## config.mk

```make
export PLATFORM = sky130hd
export DESIGN_NAME = mem_arbiter_flat
export DESIGN_NICKNAME = d
export VERILOG_FILES = /design/src/rtl/mem_arbiter_if.sv /design/src/rtl/mem_arbiter.sv /design/src/flat_wrapper.sv
export SDC_FILE = /design/constraint.sdc
export NUM_CORES = 1
export LEC_CHECK = 0
export ABC_CLOCK_PERIOD_IN_PS = 3700
export BUFFER_PORTS_ARGS = -buffer_cell sky130_fd_sc_hd__clkbuf_2
export CAP_MARGIN = 20
export CORE_UTILIZATION = 45
export DETAILED_ROUTE_END_ITERATION = 12
export PLACE_DENSITY = 0.81
export SETUP_SLACK_MARGIN = 0.15
export SYNTH_ARGS = -nofsm -noshare
export SYNTH_HDL_FRONTEND = slang
export SYNTH_SLANG_ARGS = --single-unit
```

## constraint.sdc

```tcl
create_clock -name clk -period 3.7 [get_ports clk]
set_clock_uncertainty 0.1 [all_clocks]
set_input_delay 0.185 -clock clk [delete_from_list [all_inputs] [get_ports clk]]
set_output_delay 0.185 -clock clk [all_outputs]
set_load 0.01 [all_outputs]
```

## src/rtl/mem_arbiter_if.sv

```systemverilog
// Bus bundle between mem_arbiter and its three requesters plus the shared single-port RAM.
// The slave modport is the arbiter's view; master is the requester/RAM side.
interface mem_arbiter_if #(
  parameter int ADDR_W = 14,
  parameter int DATA_W = 32
);
  localparam int BE_W = DATA_W / 8;

  logic              ldReq;
  logic [ADDR_W-1:0] ldAddr;
  logic [DATA_W-1:0] ldWdata;
  logic              ldAck;

  logic              ifReq;
  logic [ADDR_W-1:0] ifAddr;
  logic              ifAck;

  logic              lsReq;
  logic              lsWe;
  logic [ADDR_W-1:0] lsAddr;
  logic [DATA_W-1:0] lsWdata;
  logic [BE_W-1:0]   lsBe;
  logic              lsAck;

  logic [DATA_W-1:0] rdata;

  logic              memEn;
  logic [BE_W-1:0]   memWe;
  logic [ADDR_W-1:0] memAddr;
  logic [DATA_W-1:0] memWdata;
  logic [DATA_W-1:0] memRdata;
  logic              memWait;

  modport slave (
    input  ldReq, ldAddr, ldWdata, ifReq, ifAddr,
    input  lsReq, lsWe, lsAddr, lsWdata, lsBe, memRdata,
    output ldAck, ifAck, lsAck, rdata,
    output memEn, memWe, memAddr, memWdata, memWait
  );

  modport master (
    output ldReq, ldAddr, ldWdata, ifReq, ifAddr,
    output lsReq, lsWe, lsAddr, lsWdata, lsBe, memRdata,
    input  ldAck, ifAck, lsAck, rdata,
    input  memEn, memWe, memAddr, memWdata, memWait
  );
endinterface

```

## src/rtl/mem_arbiter.sv

```systemverilog
// Three-way arbiter (loader > load/store > fetch) onto one single-port RAM, one transaction in flight.
// Define MEM_ARB_STARVE_GUARD_EN to let a starved fetch outrank load/store after STARVE_LIM denials.
module mem_arbiter #(
  parameter int ADDR_W     = 14,
  parameter int DATA_W     = 32,
  parameter int STARVE_LIM = 3
) (
  input  logic clk,
  input  logic rst,
  mem_arbiter_if.slave bus
);
  localparam int BE_W = DATA_W / 8;

  typedef enum logic [1:0] {IDLE, ACCESS, RESP} state_e;
  typedef enum logic [1:0] {OWN_LD, OWN_LS, OWN_IF} owner_e;

  state_e            state_q, state_d;
  owner_e            owner_q, owner_d;
  logic [ADDR_W-1:0] addr_q, addr_d;
  logic [DATA_W-1:0] wdata_q, wdata_d;
  logic [DATA_W-1:0] rdata_q, rdata_d;
  logic [BE_W-1:0]   we_q, we_d;
  logic              wr_q, wr_d;
  logic              ld_ack_q, ld_ack_d;
  logic              ls_ack_q, ls_ack_d;
  logic              if_ack_q, if_ack_d;
  logic              grant_ld, grant_ls, grant_if;
  logic              if_wins;

`ifdef MEM_ARB_STARVE_GUARD_EN
  localparam int CNT_W = $clog2(STARVE_LIM + 1);
  localparam logic [CNT_W-1:0] LIM = CNT_W'(STARVE_LIM);
  logic [CNT_W-1:0] cnt_q, cnt_d;

  assign if_wins = bus.ifReq && (cnt_q >= LIM);

  // Count load/store grants that pass over a waiting fetch; saturate at the limit.
  always_comb begin
    cnt_d = cnt_q;
    if (grant_if) begin
      cnt_d = '0;
    end else if (grant_ls && bus.ifReq && (cnt_q < LIM)) begin
      cnt_d = cnt_q + 1'b1;
    end
  end

  always_ff @(posedge clk) begin
    if (rst) begin
      cnt_q <= '0;
    end else begin
      cnt_q <= cnt_d;
    end
  end
`else
  assign if_wins = (STARVE_LIM < 0);
`endif

  // Arbitration only happens in IDLE, so requests arriving mid-transaction wait their turn.
  always_comb begin
    grant_ld = 1'b0;
    grant_ls = 1'b0;
    grant_if = 1'b0;
    if (state_q == IDLE) begin
      if (bus.ldReq) begin
        grant_ld = 1'b1;
      end else if (if_wins) begin
        grant_if = 1'b1;
      end else if (bus.lsReq) begin
        grant_ls = 1'b1;
      end else if (bus.ifReq) begin
        grant_if = 1'b1;
      end
    end
  end

  always_comb begin
    state_d  = state_q;
    owner_d  = owner_q;
    addr_d   = addr_q;
    wdata_d  = wdata_q;
    we_d     = we_q;
    wr_d     = wr_q;
    rdata_d  = rdata_q;
    ld_ack_d = 1'b0;
    ls_ack_d = 1'b0;
    if_ack_d = 1'b0;
    case (state_q)
      IDLE: begin
        if (grant_ld) begin
          owner_d = OWN_LD;
          addr_d  = bus.ldAddr;
          wdata_d = bus.ldWdata;
          we_d    = '1;
          wr_d    = 1'b1;
          state_d = ACCESS;
        end else if (grant_ls) begin
          owner_d = OWN_LS;
          addr_d  = bus.lsAddr;
          wdata_d = bus.lsWdata;
          we_d    = bus.lsWe ? bus.lsBe : '0;
          wr_d    = bus.lsWe;
          state_d = ACCESS;
        end else if (grant_if) begin
          owner_d = OWN_IF;
          addr_d  = bus.ifAddr;
          we_d    = '0;
          wr_d    = 1'b0;
          state_d = ACCESS;
        end
      end
      ACCESS: state_d = RESP;
      RESP: begin
        if (!wr_q) begin
          rdata_d = bus.memRdata;
        end
        ld_ack_d = (owner_q == OWN_LD);
        ls_ack_d = (owner_q == OWN_LS);
        if_ack_d = (owner_q == OWN_IF);
        state_d  = IDLE;
      end
      default: state_d = IDLE;
    endcase
  end

  always_ff @(posedge clk) begin
    if (rst) begin
      state_q  <= IDLE;
      owner_q  <= OWN_LD;
      addr_q   <= '0;
      wdata_q  <= '0;
      we_q     <= '0;
      wr_q     <= 1'b0;
      rdata_q  <= '0;
      ld_ack_q <= 1'b0;
      ls_ack_q <= 1'b0;
      if_ack_q <= 1'b0;
    end else begin
      state_q  <= state_d;
      owner_q  <= owner_d;
      addr_q   <= addr_d;
      wdata_q  <= wdata_d;
      we_q     <= we_d;
      wr_q     <= wr_d;
      rdata_q  <= rdata_d;
      ld_ack_q <= ld_ack_d;
      ls_ack_q <= ls_ack_d;
      if_ack_q <= if_ack_d;
    end
  end

  assign bus.memEn    = (state_q == ACCESS);
  assign bus.memWe    = (state_q == ACCESS) ? we_q : '0;
  assign bus.memAddr  = addr_q;
  assign bus.memWdata = wdata_q;
  assign bus.rdata    = rdata_q;
  assign bus.ldAck    = ld_ack_q;
  assign bus.lsAck    = ls_ack_q;
  assign bus.ifAck    = if_ack_q;
  assign bus.memWait  = bus.lsReq && !ls_ack_q;
endmodule

```

## src/flat_wrapper.sv

```systemverilog
// flat-port wrapper written by rule: the top's interface ports become plain ports
module mem_arbiter_flat 
#(
  parameter int ADDR_W     = 14,
  parameter int DATA_W     = 32,
  parameter int STARVE_LIM = 3
)
  (clk, rst, bus_ldReq, bus_ldAddr, bus_ldWdata, bus_ifReq, bus_ifAddr, bus_lsReq, bus_lsWe, bus_lsAddr, bus_lsWdata, bus_lsBe, bus_memRdata, bus_ldAck, bus_ifAck, bus_lsAck, bus_rdata, bus_memEn, bus_memWe, bus_memAddr, bus_memWdata, bus_memWait);
  mem_arbiter_if #(.ADDR_W(ADDR_W), .DATA_W(DATA_W)) bus_i ();
  input  logic clk;
  input  logic rst;
  input wire logic [$bits(bus_i.ldReq)-1:0] bus_ldReq;
  input wire logic [$bits(bus_i.ldAddr)-1:0] bus_ldAddr;
  input wire logic [$bits(bus_i.ldWdata)-1:0] bus_ldWdata;
  input wire logic [$bits(bus_i.ifReq)-1:0] bus_ifReq;
  input wire logic [$bits(bus_i.ifAddr)-1:0] bus_ifAddr;
  input wire logic [$bits(bus_i.lsReq)-1:0] bus_lsReq;
  input wire logic [$bits(bus_i.lsWe)-1:0] bus_lsWe;
  input wire logic [$bits(bus_i.lsAddr)-1:0] bus_lsAddr;
  input wire logic [$bits(bus_i.lsWdata)-1:0] bus_lsWdata;
  input wire logic [$bits(bus_i.lsBe)-1:0] bus_lsBe;
  input wire logic [$bits(bus_i.memRdata)-1:0] bus_memRdata;
  output wire logic [$bits(bus_i.ldAck)-1:0] bus_ldAck;
  output wire logic [$bits(bus_i.ifAck)-1:0] bus_ifAck;
  output wire logic [$bits(bus_i.lsAck)-1:0] bus_lsAck;
  output wire logic [$bits(bus_i.rdata)-1:0] bus_rdata;
  output wire logic [$bits(bus_i.memEn)-1:0] bus_memEn;
  output wire logic [$bits(bus_i.memWe)-1:0] bus_memWe;
  output wire logic [$bits(bus_i.memAddr)-1:0] bus_memAddr;
  output wire logic [$bits(bus_i.memWdata)-1:0] bus_memWdata;
  output wire logic [$bits(bus_i.memWait)-1:0] bus_memWait;
  assign bus_i.ldReq = bus_ldReq;
  assign bus_i.ldAddr = bus_ldAddr;
  assign bus_i.ldWdata = bus_ldWdata;
  assign bus_i.ifReq = bus_ifReq;
  assign bus_i.ifAddr = bus_ifAddr;
  assign bus_i.lsReq = bus_lsReq;
  assign bus_i.lsWe = bus_lsWe;
  assign bus_i.lsAddr = bus_lsAddr;
  assign bus_i.lsWdata = bus_lsWdata;
  assign bus_i.lsBe = bus_lsBe;
  assign bus_i.memRdata = bus_memRdata;
  assign bus_ldAck = bus_i.ldAck;
  assign bus_ifAck = bus_i.ifAck;
  assign bus_lsAck = bus_i.lsAck;
  assign bus_rdata = bus_i.rdata;
  assign bus_memEn = bus_i.memEn;
  assign bus_memWe = bus_i.memWe;
  assign bus_memAddr = bus_i.memAddr;
  assign bus_memWdata = bus_i.memWdata;
  assign bus_memWait = bus_i.memWait;
  mem_arbiter #(.ADDR_W(ADDR_W), .DATA_W(DATA_W), .STARVE_LIM(STARVE_LIM)) u_core (.clk(clk), .rst(rst), .bus(bus_i));
endmodule
```

## Word level (Yosys, flattened, before mapping)

Cells that the tools add are included.

- Flip-flop bits (word level): 90
- Latch bits: 0
- RAM bits: 0
- ROM bits: 0
- Input port bits: 148
- Output and inout port bits: 87
- Logic and storage cells: 56
- Memories kept: 0

- Add/sub/neg operators: 0
- Multiply operators: 0
- Div/mod/pow operators: 0
- Order comparisons: 0
- Eq/ne operators: 5
- Shifts and indexed selects: 0
- Multiplexer cells: 29
- Bitwise gates (word level): 2
- Reductions and logical operators: 10

Operators by type and width:

| cell | number |
|---|---|
| 32-bit two-way mux | 2 |
| 14-bit two-way mux | 3 |
| 4-bit two-way mux | 5 |
| 1-bit two-way mux | 12 |
| 2-bit two-way mux | 6 |
| 2-bit AND reduction | 3 |
| 2-bit by 1-bit == test with 1-bit output, second input constant | 2 |
| 2-bit == test, second input constant | 2 |
| 2-bit logical NOT | 2 |
| 4-bit by 1-bit inequality test with 1-bit output, second input constant | 1 |
| 2-bit case mux with 2 select lines | 1 |
| 3-bit nonzero test | 1 |
| 1-bit inverter | 2 |
| 2-bit nonzero test | 1 |
| 2-bit OR reduction | 1 |
| 1-bit logical AND | 1 |
| 1-bit logical NOT | 1 |

## Logic depth before layout (Yosys ltp)

Gate-level depths: netlist (run 1).

- Depth in word-level cells: 8
- Depth in mapped cells: 7

## Worst setup path before layout (run 1)

Ideal clock, no wire load.

- Path kind: reg-to-reg
- Start: register u_core.state_q[0]
- End: register u_core.addr_q[10], in the netlist u_core.bus.memAddr[10]
- Data arrival time: 1.210 ns
- Slack: 2.241 ns
- Stages on the path, launching flop included: 6
- Path buffers: 2
- Period minus slack after synthesis: 1.459 ns
- Cells stage by stage: dfxtp_1 > buf_6 > or3b_1 > buf_2 > o22ai_1 > a221oi_2

- Cells in the longest elaborated chain, start to end: 4
- Elaborated cells between the ends (all ways): 8
- Those cells by class: mux: 5; reduce/logical: 3

Ends and longest elaborated chain:

| what | line | source |
|---|---|---|
| from (decl) | mem_arbiter.sv:17 | `state_e state_q, state_d;` |
| from (signal assigned) | mem_arbiter.sv:138 | `state_q <= state_d;` |
| 2-bit logical NOT * | mem_arbiter.sv:63, mem_arbiter.sv:87 |  |
| 1-bit two-way mux | mem_arbiter.sv:63 | `if (state_q == IDLE) begin` |
| 3-bit nonzero test (no source line) or 14-bit two-way mux (tied branches) | -- |  |
| 2-bit AND reduction (no source line) or 14-bit two-way mux (tied branches) | -- |  |
| to (signal assigned) | mem_arbiter.sv:140 | `addr_q <= addr_d;` |
| to (decl) | mem_arbiter.sv:19 | `logic [ADDR_W-1:0] addr_q, addr_d;` |

Mark *: on every way between the ends. The rest lies on a longest branch, timed or not.
A chain may end at the register's enable or synchronous reset.

## Worst setup path in the final report (run 1)

- Start: register u_core.state_q[0]
- End: register u_core.wdata_q[27], in the netlist u_core.bus.memWdata[27]

- Cells in the longest elaborated chain, start to end: 4
- Elaborated cells between the ends (all ways): 6
- Those cells by class: mux: 3; reduce/logical: 3

Ends and longest elaborated chain:

| what | line | source |
|---|---|---|
| 2-bit logical NOT * | mem_arbiter.sv:63, mem_arbiter.sv:87 |  |
| 1-bit two-way mux | mem_arbiter.sv:63 |  |
| 2-bit nonzero test (no source line) | -- |  |
| 2-bit AND reduction (no source line) | -- |  |
| to (signal assigned) | mem_arbiter.sv:141 | `wdata_q <= wdata_d;` |
| to (decl) | mem_arbiter.sv:20 | `logic [DATA_W-1:0] wdata_q, wdata_d;` |

Marked as above.

==> run summary, run 1 <==
The flow ran to the end, and the final reports show no timing, DRC or antenna violations. The mean instance size in the synthesized netlist is 8.07 µm². Setup repair after global routing left no endpoint under its margin. The min-delay analysis places its worst path in the category primary input to register. The run gives 0 as the number of setup violations in the final report. In the synthesized netlist the dominant register cell turns out to be sky130_fd_sc_hd__dfxtp_1. Signal routing reaches up to met4. The number of flops mapped to enable cells by yosys is 0, and the overall fraction of global-route tracks in use is 25.2%. Critical path startpoint category: a register. The number of cell instances on the worst register-to-register path is 4, and the max-slew violation total from the final report is 0. The setup path with the least slack is of type register to register.

Fill cells in the final layout number 829. For this block, the via count after detailed routing is 4,638. The number of gates resized after CTS was 0. Along the worst path, the maximum fanout reaches 63. At the later pin of the worst-skew pair, clock insertion delay measures 350 ps.

In this run the cell area of the synthesized design comes to 4240 µm². The critical path launch point was u_core.state_q[0]. Clock tree synthesis inserted a total of 9 buffers. The critical path ends at u_core.bus.memWdata[27]. Counting buffers and inverters, the worst setup path is 4 cells deep. The core area was 9200 µm²; the count of synthesis-stage warnings from yosys was 0. For this run, the top clock speed supported by timing is 0.439 GHz. The top cell types in the final layout, fill and taps aside, are sky130_fd_sc_hd__clkbuf_2, sky130_fd_sc_hd__nand2_1, sky130_fd_sc_hd__dfxtp_1. Final-report hold violation count: 0. The logs give 46.1% for the effective utilization at floorplan and 90 for the largest net degree at the start of global routing. Dividing the detail-routed wire length by the instance count gives 14.5 µm.

After global routing the overflow that remains totals 0. The number of remaining DRC errors is 0. The first global-routing pass estimated 20.0 mm of wire. For the worst setup path, the data arrival time is 2450 ps.

The clock slew at the register clock pins of the worst setup and hold paths came out at 100 ps. Pin placement for this block handled 235 I/O pins. The slowest stage of the critical path is the sky130_fd_sc_hd__or2_2 cell. Summing all multi-input logic gate instances after layout gives 2130 µm². Wires add up to 12.7 mm.

Walking the worst path, the cells encountered are or2_2 > buf_4 > o21ai_0 > a21oi_1. The finished layout holds 874 standard cells, fillers aside. The number of cells in the design after placement is 825, and the routed length on met1 is 5.08 mm.

The fraction of final layout cells sized beyond drive strength 1 came out at 35.5%. Portion of the clock cycle consumed by the worst path in the final layout: 61.5%. The tools report the weighted congestion reported at the end of routability-driven placement as 0.762. The peak per-stage delay on the critical path was 590 ps.

After the first detailed-routing iteration, the DRC count stood at 137. The count of buffers added on input and output ports is 234. The logs give 526 for the gate count of the mapped netlist and 8.52 mm for the detailed-placement wirelength estimate. TritonCTS built the clock tree. Max-cap violations in this run came to 0. STA puts the critical path data required time at 3870 ps. The startpoint identified for the worst register-to-register timing path is u_core.state_q[0]. The detailed route wirelength on metal2 is 6.48 mm, and the number of clock sinks is 90.

The clock tree synthesis step divided the H-tree into 3 levels. The floorplan step defined a die boundary enclosing 9820 µm². The clock passes through at most 2 buffers. In this run the core area contains 35 standard-cell rows.

The detailed-routing iteration count for the pre-antenna-repair pass came out at 4. The horizontal die dimension is 99.1 µm. The worst setup path is captured at a register. Cells fill 63.7% of the core in the end. Total area of sequential cells: 1800 µm². The netlist uses 30 different library cells. For the pin with the worst max-slew slack, the measured transition is 1010 ps. In this run the static leakage power is 0.00266 µW. Detailed routing placed a total of 764 µm of wire on met3.

In this run the vertical extent of the chip is 99.1 µm. The count of nets left with antenna violations once routing finished came out at 0. Synthesis produced a netlist with a net count of 674. The total power per unit cell area was 378 nW/µm². In the final timing run, aggregate negative setup slack is 0 ps. The sequential element share of the synthesized area came out at 42.5%. Worst vdd rail ir drop: 0.000231 V. Number of buffers and inverters on the critical path: 1.

The run gives 32.6% as the relative slew slack. Counting flops and latches in the post-synthesis netlist gives 90. The clock period minus final worst setup slack came out at 2280 ps. The via-per-instance ratio came out at 5.31. After the last flow step, the layout net total stands at 906. The capture point of the worst reg-to-reg path was u_core.bus.memWdata[27]. In this design, the largest share of critical-path delay is due to simple AND/OR/NAND/NOR gates. Counting flops with an async set or reset pin after synthesis yields a share of 0%. Number of antenna cells inserted: 0. The area growth from synthesis to layout works out to 38.0%. Across all register-to-register paths, the minimum setup slack is 1420 ps. Clock tree synthesis selected as its root buffer the cell sky130_fd_sc_hd__clkbuf_8.

The number of global-route vias before repair was 4,520; the initial antenna violation count was 0. After clock tree synthesis, the setup repair step added 0 buffers. Leaving out fill and tap cells, the most frequent cell in the layout is sky130_fd_sc_hd__clkbuf_2.
-- timing repair --
item | in CTS | in global routing
endpoints found under the setup margin | 0 | 0
hold buffers | 32 | 0
hold endpoints to repair | 32 | 0
-- cell usage after synthesis, types with 6 or more instances --
cell	instances	area, µm²
sky130_fd_sc_hd__buf_2	16	80.1
sky130_fd_sc_hd__nor2b_1	6	37.5
sky130_fd_sc_hd__a21oi_1	71	355
sky130_fd_sc_hd__o22ai_1	13	81.3
sky130_fd_sc_hd__a221oi_2	9	135
sky130_fd_sc_hd__inv_1	13	48.8
sky130_fd_sc_hd__nand2_1	111	417
sky130_fd_sc_hd__a21o_1	46	345
sky130_fd_sc_hd__nand3b_1	46	345
sky130_fd_sc_hd__o21ai_0	39	195
sky130_fd_sc_hd__buf_6	6	67.6
sky130_fd_sc_hd__clkbuf_1	28	105
sky130_fd_sc_hd__dfxtp_1	90	1800
-- flip-flops by register name, summed over array words and instances (netlist names) --
name	cells
u_core.bus.rdata	32
u_core.owner_q	2
u_core.bus.lsAck	1
u_core.bus.memAddr	14
u_core.bus.ifAck	1
u_core.wr_q	1
u_core.bus.ldAck	1
u_core.bus.memWdata	32
u_core.state_q	2
u_core.we_q	4
-- metrics by stage --
step	power, µW	worst slack, ps	area, µm²	hold slack, ps
final	2220	1420	5860	39.0
after global routing	2330	1190	5860	43.7
after CTS	2230	1440	5840	34.1
after detailed placement	1570	1480	5340	316
after global placement	1560	1590	5340	308
after floorplan	1400	2240	4240	221
-- tightest hold or removal path: cells and delay by family --
| kind | cells | cell delay (ps) |
|---|---|---|
| compound gates | 2 | 200 |
| buf+inv | 1 | 80 |
-- metal layers --
layer	GRT usage, %	vias up
met1	28.6	2145
met4	11.4	0
li1	-	2283
met2	45.5	176
met5	0	-
met3	5.27	34
-- worst min path at each step --
stage | endpoint | startpoint | slack [ps] | cells past startpoint
detailed placement | u_core.bus.rdata[10] | bus_memRdata[10] | 320 | 3
global placement | u_core.bus.rdata[19] | bus_memRdata[19] | 310 | 3
CTS | u_core.we_q[1] | bus_lsBe[1] | 30 | 3
global route | u_core.bus.memAddr[0] | bus_ifAddr[0] | 40 | 3
finish | u_core.we_q[1] | bus_lsBe[1] | 40 | 3
floorplan | u_core.bus.rdata[0] | bus_memRdata[0] | 220 | 2
-- power by group --
| group | internal, µW | switching (µW) | total [µW] |
|---|---|---|---|
| sequential | 1040 | 40.1 | 1080 |
| combinational | 232 | 273 | 505 |
| clock | 257 | 376 | 633 |
| total | 1530 | 689 | 2220 |
-- cell families after synthesis --
logic type	after synthesis	share of synthesized area [%]
compound gates	188	28.2
buf+inv	65	7.37
simple gates	183	22.0
flops	90	42.5
-- final cells by class --
cell class              count  area share (%)
multi-input cells         371            36.5
flip-flops and latches     90            30.8
inverters                  13           0.833
repair buffers            273            26.4
clock inverters             7            1.03
clock buffers               9            2.12
well taps                 111            2.37
Note: power is estimated with default switching activity, not from simulation.
==> inputs of run 2 (changes only) <==
--- a/config.mk
+++ b/config.mk
@@ -5,12 +5,12 @@
 export SDC_FILE = /design/constraint.sdc
 export NUM_CORES = 1
 export LEC_CHECK = 0
-export ABC_CLOCK_PERIOD_IN_PS = 3700
+export ABC_CLOCK_PERIOD_IN_PS = 1900
 export BUFFER_PORTS_ARGS = -buffer_cell sky130_fd_sc_hd__clkbuf_2
 export CAP_MARGIN = 20
-export CORE_UTILIZATION = 45
+export CORE_UTILIZATION = 40
 export DETAILED_ROUTE_END_ITERATION = 12
-export PLACE_DENSITY = 0.81
+export PLACE_DENSITY = 0.76
 export SETUP_SLACK_MARGIN = 0.15
 export SYNTH_ARGS = -nofsm -noshare
 export SYNTH_HDL_FRONTEND = slang
==> constraint.sdc (replaced) <==
create_clock -name clk -period 1.9 [get_ports clk]
set_clock_uncertainty 0.1 [all_clocks]
set_input_delay 0.095 -clock clk [delete_from_list [all_inputs] [get_ports clk]]
set_output_delay 0.095 -clock clk [all_outputs]
set_load 0.01 [all_outputs]
==> run 2 against run 1 <==
Against the previous run: total power increased by 110%; wire length increased by 24%; fmax increased by 42%; global-route usage increased by 3.0 points; die area increased by 12%; largest cell class is now non-clock buffers.
==> run summary, run 2 (synthesis gave the netlist of run 1 again) <==
The standard cell with the maximum stage delay on the critical path is sky130_fd_sc_hd__dfxtp_1. The tools report the detailed-placement wirelength estimate as 9.03 mm (+6.1%). The tools report the floorplan row count as 37 (+5.7%). The number of H-tree branching levels was 3 (unchanged); the arrival time at the worst endpoint was 1760 ps (-690 ps). The tools report the total area of sequential cells as 1800 µm² (about the same).

The logs give 0 (unchanged) for the max-slew violation total from the final report and 0.000321 V (+39%) for the worst vdd rail ir drop. For the end-of-flow core utilization, the log shows 67.3% (+3.7 points). The setup path with the least slack is of type register to register.

In this run the worst hold path is classified as primary input to register. The actual transition at the worst max-transition pin is 652 ps (-360 ps), and the initial antenna violation count is 0 (unchanged). For the wire length of the first global-routing pass, the log shows 24.7 mm (+23%). The maximum root-to-sink buffer count is 2 (unchanged), and the overall fraction of global-route tracks in use is 28.2% (+3.0 points).

The tools report the detailed-routing iteration count for the pre-antenna-repair pass as 5 (+1). The critical path startpoint category is a register. The library cells used most frequently in the layout, excluding fill and tap cells, are sky130_fd_sc_hd__clkbuf_2, sky130_fd_sc_hd__dlygate4sd3_1, sky130_fd_sc_hd__nand2_1. Total die area: 11,000 µm² (+12%). The peak per-stage delay on the critical path came out at 400 ps (-190 ps). The number of cell instances on the worst register-to-register path was 4 (unchanged).

The run gives 0 (unchanged) as the residual antenna-violating net count after detailed routing. The run gives 0 (unchanged) as the number of maximum-capacitance constraint violations. The clock period minus final worst setup slack is 1600 ps (-676 ps).

The total CTS buffers was 9 (unchanged); the largest fanout on the critical path was 45 (-29%). The number of setup violations in the final report came out at 0 (unchanged). The tools report the startpoint of the lowest-slack hold path as bus_lsWdata[29]. The post-route setup TNS was 0 ps (unchanged); the via-per-instance ratio was 5.25 (-0.99%). The area growth from synthesis to layout works out to 63.8%.

The tools report the starting DRC count in detailed routing as 310 (+130%). The number of remaining DRC errors was 0 (unchanged). The cell depth of the worst hold path was 4 (+1); the relative slew slack was 56.6% (+24 points).

The worst register-to-register path ends at u_core.bus.memAddr[1]. The worst hold path terminates at u_core.bus.memWdata[29]. STA classifies the critical path endpoint as a register. The flow ran to the end, and the final reports show no timing, DRC or antenna violations. The effective utilization at floorplan was 41.1% (-5.0 points). The number of clock sinks is 90 (unchanged), and the critical path required time is 2060 ps (-1810 ps). Setup repair after global routing left no endpoint under its margin.

The quantity of I/O buffers inserted on ports is 234 (unchanged). Fraction of final layout cells sized beyond drive strength 1: 32.6% (-3.0 points). The run gives 1,003 (+11%) as the number of nets in the layout.

For the I/O pin count, the log shows 235 (unchanged). The weighted congestion reported at the end of routability-driven placement was 0.744 (-2.3%); the clock network latency to the later pin of the worst-skew pair was 350 ps (about the same). The number of global-route vias before repair came out at 5,310 (+17%). The routed wirelength normalized by instance count was 15.7 µm (+8.5%); the number of fill cells in the layout was 792 (-4.5%). The portion of the clock cycle consumed by the worst path in the final layout came out at 84.2% (+23 points). The number of buffers inserted by post-CTS setup repair is 0 (unchanged), and the multi-input logic area is 2140 µm² (+0.23%). The logs give 15.7 mm (+24%) for the total wire length after detailed routing and 70 (-22%) for the largest net degree at the start of global routing.

CTS placed an instance of sky130_fd_sc_hd__clkbuf_8 at the clock tree root. Clock slew at the register clock pins of the worst setup and hold paths: 90 ps (about the same). The total grt overflow was 0 (unchanged); the number of buffers and inverters on the critical path was 1 (unchanged). The total power per unit cell area was 671 nW/µm² (+77%).

The critical path goes through or2_2 > buf_12 > a21o_1 > a221oi_1. The horizontal die dimension is 105 µm (+5.9%), and the final-report hold violation count is 0 (unchanged). The core area is 10,300 µm² (+12%), and the total via count after detailed routing is 5,233 (+13%). The run gives 0 (unchanged) as the number of antenna cells inserted. The run gives 0.00311 µW (+17%) as the leakage dissipation. The library cell used most frequently in the layout, excluding fill and tap cells, is sky130_fd_sc_hd__clkbuf_2. The startpoint identified for the worst register-to-register timing path is u_core.state_q[1]. The height of the die is 105 µm (+5.9%). TritonCTS built the clock tree.

Maximum operating frequency: 0.625 GHz (+42%). The tools report the setup slack of the most critical reg-to-reg path as 300 ps (-1120 ps). Grouping stages by cell kind, the critical path spends the most delay in compound AO/OA/AOI/OAI gates.
[run 2: through the flow]
step           power [µW]  hold slack, ps  setup WS, ps  std cells  area, µm²
3_3_place_gp         3080             218           302        858       5520
5_1_grt              4890            14.3           207        996       6950
6_report             4670            7.69           300        996       6950
3_5_place_dp         3120             225           222        858       5520
4_1_cts              4670           0.283           167        996       6940
2_1_floorplan        2720             131           441        526       4240
[run 2: routing by layer]
metal  track usage (%)  routed length, µm
met2              52.4               8120
met1              29.0               5920
met5                 0                  0
met3              5.05                871
met4              18.0                760
[run 2: how the worst max path moves through the flow]
stage                           start                       to  slack [ps]  cells past startpoint
detailed placement  u_core.state_q[0]  u_core.bus.memWdata[31]         220                      4
global placement    u_core.state_q[0]   u_core.bus.memWdata[0]         300                      4
floorplan           u_core.state_q[0]   u_core.bus.memAddr[10]         440                      5
global route        u_core.state_q[1]    u_core.bus.memAddr[1]         210                      4
CTS                 u_core.state_q[0]             bus_memWe[3]         170                      3
finish              u_core.state_q[1]    u_core.bus.memAddr[1]         300                      4
[run 2: area by class of cell]
type	count	area share, %
Clock buffer	10	1.84
Sequential cell	90	25.9
Tap cell	136	2.45
Multi-Input combinational cell	371	30.8
Clock inverter	6	1.04
Timing Repair Buffer	370	37.2
Inverter	13	0.702
[run 2: report_power, final]
group | leakage [µW] | switching, µW | internal (µW)
Sequential | 0.000737 | 78.4 | 2020
Combinational | 0.00227 | 606 | 616
Clock | 0.000103 | 717 | 628
Total | 0.00311 | 1400 | 3260
[run 2: timing repair]
item | in CTS | in global routing
hold endpoints to repair | 83 | 0
resized for setup | 0 | 4
endpoints found under the setup margin | 0 | 34
hold buffers | 122 | 0
[run 2: worst reg2reg max path, delay by kind of cell (launching register included)]
kind,cells,cell delay (ps)
compound gates,2,450
flops,1,400
simple gates,1,370
buf+inv,1,190
